==> src/rtl/dm_mem_mh.sv <==
// rtl/dm_mem_mh.sv - multi-hart debug memory with abstract-command sequencer
module dm_mem_mh #(
  parameter int unsigned        NrHarts         = 1,
  parameter int unsigned        BusWidth        = 32,
  parameter int unsigned        DataCount       = 2,
  parameter int unsigned        ProgBufSize     = 8,
  parameter logic [NrHarts-1:0] SelectableHarts = {NrHarts{1'b1}}
) (
  input  logic                     clk_i,
  input  logic                     rst_ni,
  input  logic                     ndmreset_i,
  input  logic [19:0]              hartsel_i,
  input  logic [NrHarts-1:0]       haltreq_i,
  input  logic [NrHarts-1:0]       resumereq_i,
  input  logic                     clear_resumeack_i,
  output logic [NrHarts-1:0]       debug_req_o,
  output logic [NrHarts-1:0]       halted_o,
  output logic [NrHarts-1:0]       resuming_o,
  output logic [NrHarts-1:0]       exc_sticky_o,
  input  logic [32*ProgBufSize-1:0] progbuf_i,
  input  logic [32*DataCount-1:0]  data_i,
  output logic [32*DataCount-1:0]  data_o,
  output logic                     data_valid_o,
  input  logic                     cmd_valid_i,
  input  logic [319:0]             cmd_words_i,
  input  logic                     cmd_pbshortcut_i,
  input  logic                     cmd_unsupported_i,
  output logic                     cmderror_valid_o,
  output logic [2:0]               cmderror_o,
  output logic                     cmdbusy_o,
  input  logic                     req_i,
  input  logic                     we_i,
  input  logic [BusWidth-1:0]      addr_i,
  input  logic [BusWidth-1:0]      wdata_i,
  input  logic [BusWidth/8-1:0]    be_i,
  output logic [BusWidth-1:0]      rdata_o,
  input  logic [BusWidth-1:0]      rom_rdata_i
);
  localparam int unsigned Lanes = BusWidth / 32;
  // Region bases in 32-bit word units (byte offset >> 2).
  localparam logic [9:0] HaltedW    = 10'h040;
  localparam logic [9:0] GoingW     = 10'h042;
  localparam logic [9:0] ResumingW  = 10'h044;
  localparam logic [9:0] ExceptionW = 10'h046;
  localparam logic [9:0] WhereToW   = 10'h0C0;
  localparam logic [9:0] DataW      = 10'h0E0;
  localparam logic [9:0] ProgBufW   = DataW - 10'(ProgBufSize);
  localparam logic [9:0] AbsCmdW    = ProgBufW - 10'd10;

  localparam logic [2:0] ErrNone = 3'd0, ErrNotSup = 3'd2, ErrExc = 3'd3, ErrHaltResume = 3'd4;
  localparam logic [1:0] StIdle = 2'd0, StGo = 2'd1, StExec = 2'd2, StResume = 3'd3;

  function automatic logic [NrHarts-1:0] hart_oh(input logic [19:0] idx);
    hart_oh = '0;
    for (int i = 0; i < int'(NrHarts); i++) if (idx == 20'(i)) hart_oh[i] = 1'b1;
  endfunction

  // Target is a halfword address; the jal sits at WhereTo (halfword 0x180).
  function automatic logic [31:0] jal_x0(input logic [10:0] target_hw);
    logic [19:0] imm;
    imm = {9'd0, target_hw} - 20'h180;
    return {imm[19], imm[9:0], imm[10], imm[18:11], 5'd0, 7'h6f};
  endfunction

  logic [NrHarts-1:0] halted_q, halted_d, resuming_q, resuming_d, exc_q, exc_d;
  logic [NrHarts-1:0] sel_oh, wr_oh;
  logic [1:0]  state_q, state_d;
  logic [2:0]  err_q, err_d;
  logic [9:0]  wa0;
  logic        wr, halted_we, going_we, resuming_we, exception_we;
  logic        halted_sel, resuming_sel, resumereq_sel, haltreq_sel;
  logic [32*DataCount-1:0] data_q, data_d;
  logic        data_hit, data_valid_q;
  logic [63:0] rd_d, rdata_q;
  logic [31:0] where_to;
  logic [9:0]  wa;
  logic        rom_q, addr2_q, go_flag, resume_flag;

  assign sel_oh        = hart_oh(hartsel_i);
  assign wr_oh         = hart_oh({15'd0, wdata_i[4:0]});
  assign halted_sel    = |(halted_q & sel_oh);
  assign resuming_sel  = |(resuming_q & sel_oh);
  assign resumereq_sel = |(resumereq_i & sel_oh);
  assign haltreq_sel   = |(haltreq_i & sel_oh);

  assign wa0          = addr_i[11:2] & ~10'(Lanes - 1);
  assign wr           = req_i & we_i & ~ndmreset_i;
  assign halted_we    = wr && (wa0 == HaltedW);
  assign going_we     = wr && (wa0 == GoingW);
  assign resuming_we  = wr && (wa0 == ResumingW);
  assign exception_we = wr && (wa0 == ExceptionW);

  // Set is applied after clear so a same-cycle Resuming write wins over clear_resumeack.
  always_comb begin
    halted_d   = halted_q;
    resuming_d = resuming_q;
    exc_d      = exc_q;
    if (clear_resumeack_i) resuming_d = resuming_d & ~sel_oh;
    if (halted_we) begin
      halted_d = halted_d | wr_oh;
      exc_d    = exc_d & ~wr_oh;
    end
    if (resuming_we) begin
      halted_d   = halted_d & ~wr_oh;
      resuming_d = resuming_d | wr_oh;
    end
    if (exception_we) exc_d = exc_d | sel_oh;
    if (ndmreset_i) begin
      halted_d   = '0;
      resuming_d = '0;
    end
  end

  always_comb begin
    state_d = state_q;
    err_d   = ErrNone;
    case (state_q)
      StIdle: begin
        if (cmd_valid_i) begin
          if (cmd_unsupported_i) err_d = ErrNotSup;
          else if (halted_sel)   state_d = StGo;
          else                   err_d = ErrHaltResume;
        end else if (resumereq_sel && !resuming_sel && !haltreq_sel && halted_sel) begin
          state_d = StResume;
        end
      end
      StGo:     if (going_we) state_d = StExec;
      StExec:   if (halted_we) state_d = StIdle;
      StResume: if (resuming_sel) state_d = StIdle;
      default:  state_d = StIdle;
    endcase
    if (exception_we) err_d = ErrExc;
    if (ndmreset_i) begin
      state_d = StIdle;
      err_d   = ErrNone;
    end
  end

  // data_o snapshots data_i with the hart's bytes merged, for the CSRs to latch on data_valid_o.
  always_comb begin
    data_d   = data_i;
    data_hit = 1'b0;
    for (int i = 0; i < int'(DataCount); i++) begin
      for (int l = 0; l < int'(Lanes); l++) begin
        if (wr && (wa0 + 10'(l) == DataW + 10'(i))) begin
          data_hit = 1'b1;
          for (int b = 0; b < 4; b++)
            if (be_i[4*l+b]) data_d[32*i+8*b +: 8] = wdata_i[32*l+8*b +: 8];
        end
      end
    end
  end

  assign go_flag     = (state_q == StGo);
  assign resume_flag = (state_q == StResume);

  always_comb begin
    where_to = '0;
    if (state_q == StGo || state_q == StExec)
      where_to = cmd_pbshortcut_i ? jal_x0({ProgBufW, 1'b0}) : jal_x0({AbsCmdW, 1'b0});
    else if (resumereq_sel)
      where_to = jal_x0(11'h404);
  end

  always_comb begin
    rd_d = '0;
    wa   = '0;
    for (int k = 0; k < 2; k++) begin
      wa = {addr_i[11:3], 1'(k)};
      if (wa == WhereToW) rd_d[32*k +: 32] = where_to;
      for (int i = 0; i < int'(DataCount); i++)
        if (wa == DataW + 10'(i)) rd_d[32*k +: 32] = data_i[32*i +: 32];
      for (int i = 0; i < int'(ProgBufSize); i++)
        if (wa == ProgBufW + 10'(i)) rd_d[32*k +: 32] = progbuf_i[32*i +: 32];
      for (int i = 0; i < 10; i++)
        if (wa == AbsCmdW + 10'(i)) rd_d[32*k +: 32] = cmd_words_i[32*i +: 32];
    end
    if (addr_i[11:10] == 2'b01) begin
      for (int b = 0; b < 8; b++)
        if ({10'd0, addr_i[9:3], 3'(b)} == hartsel_i) rd_d[8*b +: 8] = {6'd0, resume_flag, go_flag};
    end
  end

  always_ff @(posedge clk_i or negedge rst_ni) begin
    if (!rst_ni) begin
      halted_q     <= '0;
      resuming_q   <= '0;
      exc_q        <= '0;
      state_q      <= StIdle;
      err_q        <= ErrNone;
      data_q       <= '0;
      data_valid_q <= 1'b0;
      rdata_q      <= '0;
      rom_q        <= 1'b0;
      addr2_q      <= 1'b0;
    end else begin
      halted_q     <= halted_d & SelectableHarts;
      resuming_q   <= resuming_d & SelectableHarts;
      exc_q        <= exc_d & SelectableHarts;
      state_q      <= state_d;
      err_q        <= err_d;
      data_valid_q <= data_hit;
      if (data_hit) data_q <= data_d;
      if (req_i) begin
        rdata_q <= rd_d;
        rom_q   <= addr_i[11];
        addr2_q <= addr_i[2];
      end
    end
  end

  if (BusWidth == 64) begin : g_bus64
    assign rdata_o = rom_q ? rom_rdata_i : rdata_q;
  end else begin : g_bus32
    assign rdata_o = rom_q ? rom_rdata_i : (addr2_q ? rdata_q[63:32] : rdata_q[31:0]);
  end

  logic unused_ok;
  assign unused_ok = ^{addr_i[BusWidth-1:12], addr_i[1:0], addr2_q};

  assign debug_req_o      = haltreq_i & SelectableHarts;
  assign halted_o         = halted_q;
  assign resuming_o       = resuming_q;
  assign exc_sticky_o     = exc_q;
  assign data_o           = data_q;
  assign data_valid_o     = data_valid_q;
  assign cmderror_o       = err_q;
  assign cmderror_valid_o = |err_q;
  assign cmdbusy_o        = (state_q != StIdle);
endmodule

==> config.mk <==
export PLATFORM = sky130hd
export DESIGN_NAME = dm_mem_mh
export DESIGN_NICKNAME = d
export VERILOG_FILES = /design/src/rtl/dm_mem_mh.sv
export SDC_FILE = /design/constraint.sdc
export NUM_CORES = 1
export LEC_CHECK = 0
export ABC_AREA = 0
export CAP_MARGIN = 20
export CORE_AREA = 2 2 342 344
export DETAILED_ROUTE_END_ITERATION = 10
export DIE_AREA = 0 0 344 346
export GPL_ROUTABILITY_DRIVEN = 1
export PLACE_DENSITY = 0.42
export SLEW_MARGIN = 20
export SYNTH_ARGS = -nofsm -noshare
export SYNTH_HDL_FRONTEND = slang
export SYNTH_SLANG_ARGS = --single-unit
==> constraint.sdc <==
create_clock -name clk_i -period 5.48 [get_ports clk_i]
set_input_delay 1.096 -clock clk_i [delete_from_list [all_inputs] [get_ports clk_i]]
set_output_delay 1.096 -clock clk_i [all_outputs]
set_load 0.01 [all_outputs]
==> out/metrics.cfg <==
[timing]
report.final.setup_viol = 0
setup_ws_ps = 1240
max_freq_ghz = 0.236
worst_slew_pin_slew_ps = 1180
final-hold-violation-count = 0
post-route-min-period_ps = 4240
rsz0062_at_grt = false
finalCritPeriodShare_pct = 77.3
finalClockSkew_ps = 18.6
timing.max_slew.rel_slack_pct = 21.2
setup_tns_ps = 0
slew_viols_final = 0

[logic_synthesis]
synthArstFlopShare_pct = 100
postSynthRegisterBits = 139
synthesis.nets = 2561
syn-instance-count = 1786
syn-cell-area_um2 = 13200
netlist-cell-type-count = 90
synth.yosys.warnings = 0
synth.yosys.seq_area_share_pct = 26.3
synth_area_per_cell_um2 = 7.41
synth_edf_count = 0
synth_flop_type = sky130_fd_sc_hd__dfrtp_1

[clock_network]
clockRootBuffer = sky130_fd_sc_hd__clkbuf_16
clk_pin_slew_ps = 70
clk_sink_count = 139
cts.path.max_buffers = 2
postCtsResizedCells = 0
insertion_delay_ps = 500
htree_levels = 4
clock_tree_from_tritoncts = done
setup_bufs_post_cts = 0
postCtsHoldBufs = 0
tritoncts_buffer_count = 17

[setup_path]
arrival_ps = 4610
cp.required_ps = 5850
critical_path.cell_chain = clkdlybuf4s50_1, buf_4, nor3b_2, and3_2, buf_12, a221oi_1, a21oi_1, a2111oi_0, buf_4, o22ai_1
cpPeakStageDelay_ps = 900
worst_path_max_delay_cell = sky130_fd_sc_hd__a2111oi_0
critical_path_buf_inv_count = 4
crit_top_cell = sky130_fd_sc_hd__buf_4
crit_path_max_fanout = 38
capturing_element_type_of_the_critical_path = flop
cpLargestDelayFamily = buffers and inverters
worstSetupPathType = in -> reg
ff2ff_setup_slack_ps = 2450
setup.worst_path.start_class = input pin

[grt]
first_global_vias = 20200
globalRoute.totalOverflow = 0
met1_track_usage_gr_pct = 33.9
grt.met3_usage_pct = 7.66
grt_max_degree = 85
grt-busiest-layer = met2
grtUsageTotal_pct = 27.1
first_pass_grt_wire_length_mm = 210
grt_use_met2_pct = 44.4
grt_antenna_before_repair = 92

[floorplan]
die_width_um = 344
fp.coreArea_um2 = 115000
design.die.area_um2 = 119000
pin_count = 877
initial_core_utilization_pct = 11.5
placement_rows = 125
die_h_um = 346

[layout]
drive_above_1_share_pct = 10.2
layout.nets = 3439
area_added_between_synthesis_and_finish_pct = 89.7
layoutNonFillerInstCount = 4239

[drt]
avgRoutedWirePerCell_um = 39.4
drc_errors = 0
routed_via_density = 4.79
detailedRoute.firstPassIterationCount = 5
vias = 20300
routed_wl_mm = 167
drt.antenna.violating_nets = 0
detailedRoute.firstIterationViolations = 1972

[run_status]
run_status = finished, final reports clean

[pwr]
power.density_cell_area_nw_per_um2 = 157
power_spent_charging_and_discharging_nets_mw = 1.36
cell_leakage_power_nw = 9.21
power.switching_fraction_pct = 34.5
combinationalPowerShare_pct = 37.1
internal_power_summed_over_all_cells_mw = 2.59
vdd.ir_drop.worst_mv = 0.159
seq_power_share_pct = 28.2
power.clock.fraction_pct = 34.7

[placed_design]
setup_slack_after_placement_ps = 854
post-place-cells = 4169
routabilityCongestion = 0.928
count_of_input_and_output_buffers = 854
dp_hpwl_mm = 143

[job]
number_of_maximum_capacitance_constraint_violations = 0

[min_path]
hold_path_class = reg -> reg

## worst reg2reg max path: stages, from the launching register on
cell and delay (ps):
sky130_fd_sc_hd__dfrtp_1 410, sky130_fd_sc_hd__inv_1 80, sky130_fd_sc_hd__ha_1 530, sky130_fd_sc_hd__nor2b_1 320, sky130_fd_sc_hd__mux2i_1 120, sky130_fd_sc_hd__o32ai_1 680
sky130_fd_sc_hd__o2111ai_1 360, sky130_fd_sc_hd__o2111a_1 240, sky130_fd_sc_hd__o31ai_1 190
## stage by stage
stage | cell area (µm²) | utilization [%] | hold WS, ps | power [mW]
2_1_floorplan | 13200 | - | 448 | 1.53
3_3_place_gp | 24400 | 21.1 | 490 | 2.59
3_5_place_dp | 24400 | 21.1 | 489 | 2.59
4_1_cts | 25000 | 21.7 | 510 | 3.97
5_1_grt | 25000 | 21.7 | 527 | 4.07
6_report | 25100 | 21.7 | 511 | 3.95
## cell usage after synthesis, drive strengths merged, types with 11 or more instances
| cell type | count | area, µm² |
|---|---|---|
| nor2 | 251 | 945 |
| o21ai | 190 | 951 |
| nand2 | 154 | 578 |
| dfrtp | 139 | 3480 |
| a21oi | 128 | 644 |
| o22ai | 119 | 744 |
| clkbuf | 86 | 323 |
| buf | 74 | 402 |
| mux2i | 71 | 711 |
| a22oi | 45 | 338 |
| nor3 | 42 | 235 |
| nand3 | 36 | 180 |
| a221oi | 35 | 307 |
| inv | 30 | 113 |
| o211ai | 29 | 218 |
| a211oi | 26 | 195 |
| mux2 | 20 | 225 |
| o2111ai | 18 | 158 |
| a22o | 17 | 149 |
| nand4 | 15 | 109 |
| a2bb2oi | 14 | 123 |
| a31oi | 14 | 87.6 |
| nor2b | 14 | 87.6 |
| o2bb2ai | 14 | 123 |
| o32ai | 14 | 123 |
| or2 | 12 | 75.1 |
| a2111oi | 11 | 96.3 |
## final timing paths
path / startpoint / endpoint / depth (start not counted)
max: addr_i[5] / rdata_q[11]$_DFFE_PN0P_ / 10
max reg2reg: state_q[0]$_DFFE_PN0P_ / rdata_q[24]$_DFFE_PN0P_ / 8
min: rdata_q[18]$_DFFE_PN0P_ / rdata_q[18]$_DFFE_PN0P_ / 2
min in group asynchronous: rst_ni / data_o[23]$_DFFE_PN0P_ / 1
min reg2reg: rdata_q[18]$_DFFE_PN0P_ / rdata_q[18]$_DFFE_PN0P_ / 2
max in group asynchronous: rst_ni / rom_q$_DFFE_PN0P_ / 2
## state kept, by name, summed over array words and instances, names as in the netlist
register      flops
data_o           64
rdata_q          64
cmderror_o        3
state_q           2
addr2_q           1
data_valid_o      1
exc_sticky_o      1
halted_o          1
resuming_o        1
rom_q             1
## layout make-up
| class | count | area, µm² |
|---|---|---|
| fillers | 13000 | 90300 |
| clock buffers | 18 | 429 |
| well taps | 1524 | 1910 |
| multi-input cells | 1455 | 9000 |
| repair buffers | 1019 | 9870 |
| clock inverters | 13 | 191 |
| diodes | 39 | 97.6 |
| flip-flops and latches | 139 | 3480 |
| inverters | 32 | 120 |
## per-layer routing
layer | routed length, µm | up-vias
met3 | 14600 | 213
met4 | 5150 | 52
li1 | - | 8636
met2 | 78300 | 1220
met5 | 312 | -
met1 | 68800 | 10200
## power groups by stage
| stage | combinational (mW) | sequential [mW] | clock [mW] |
|---|---|---|---|
| 4_1_cts | 1.47 | 1.11 | 1.39 |
| 3_5_place_dp | 1.46 | 1.13 | 0 |
| 3_3_place_gp | 1.46 | 1.13 | 0 |
| 5_1_grt | 1.53 | 1.12 | 1.42 |
| 2_1_floorplan | 0.433 | 1.10 | 0 |
| 6_report | 1.47 | 1.11 | 1.37 |
## kinds of logic after synthesis
| kind of cell | count (synthesis) | share of synthesized area [%] |
|---|---|---|
| and+or+nand+nor | 596 | 21.3 |
| AOI/OAI and AO/OA | 752 | 37.3 |
| muxes | 95 | 7.76 |
| xor gates and xnor gates | 8 | 0.530 |
| DFF | 139 | 26.3 |
| adders and majority gates | 4 | 0.378 |
| buffers and inverters | 192 | 6.39 |
## cells in the final DEF (no fill, tap or decap), drive strengths merged, types with 15 or more instances in the layout
cell / n
nor3: 42
clkbuf: 18
diode: 39
o21ai: 190
nand3: 36
a22oi: 45
nor2: 251
a211oi: 26
nand2: 154
nand4: 15
buf: 170
o211ai: 29
o2111ai: 18
a22o: 17
mux2i: 71
a221oi: 35
a21oi: 128
inv: 34
mux2: 20
dfrtp: 139
clkdlybuf4s50: 849
o22ai: 119
Power figures use the tool's default switching activity.
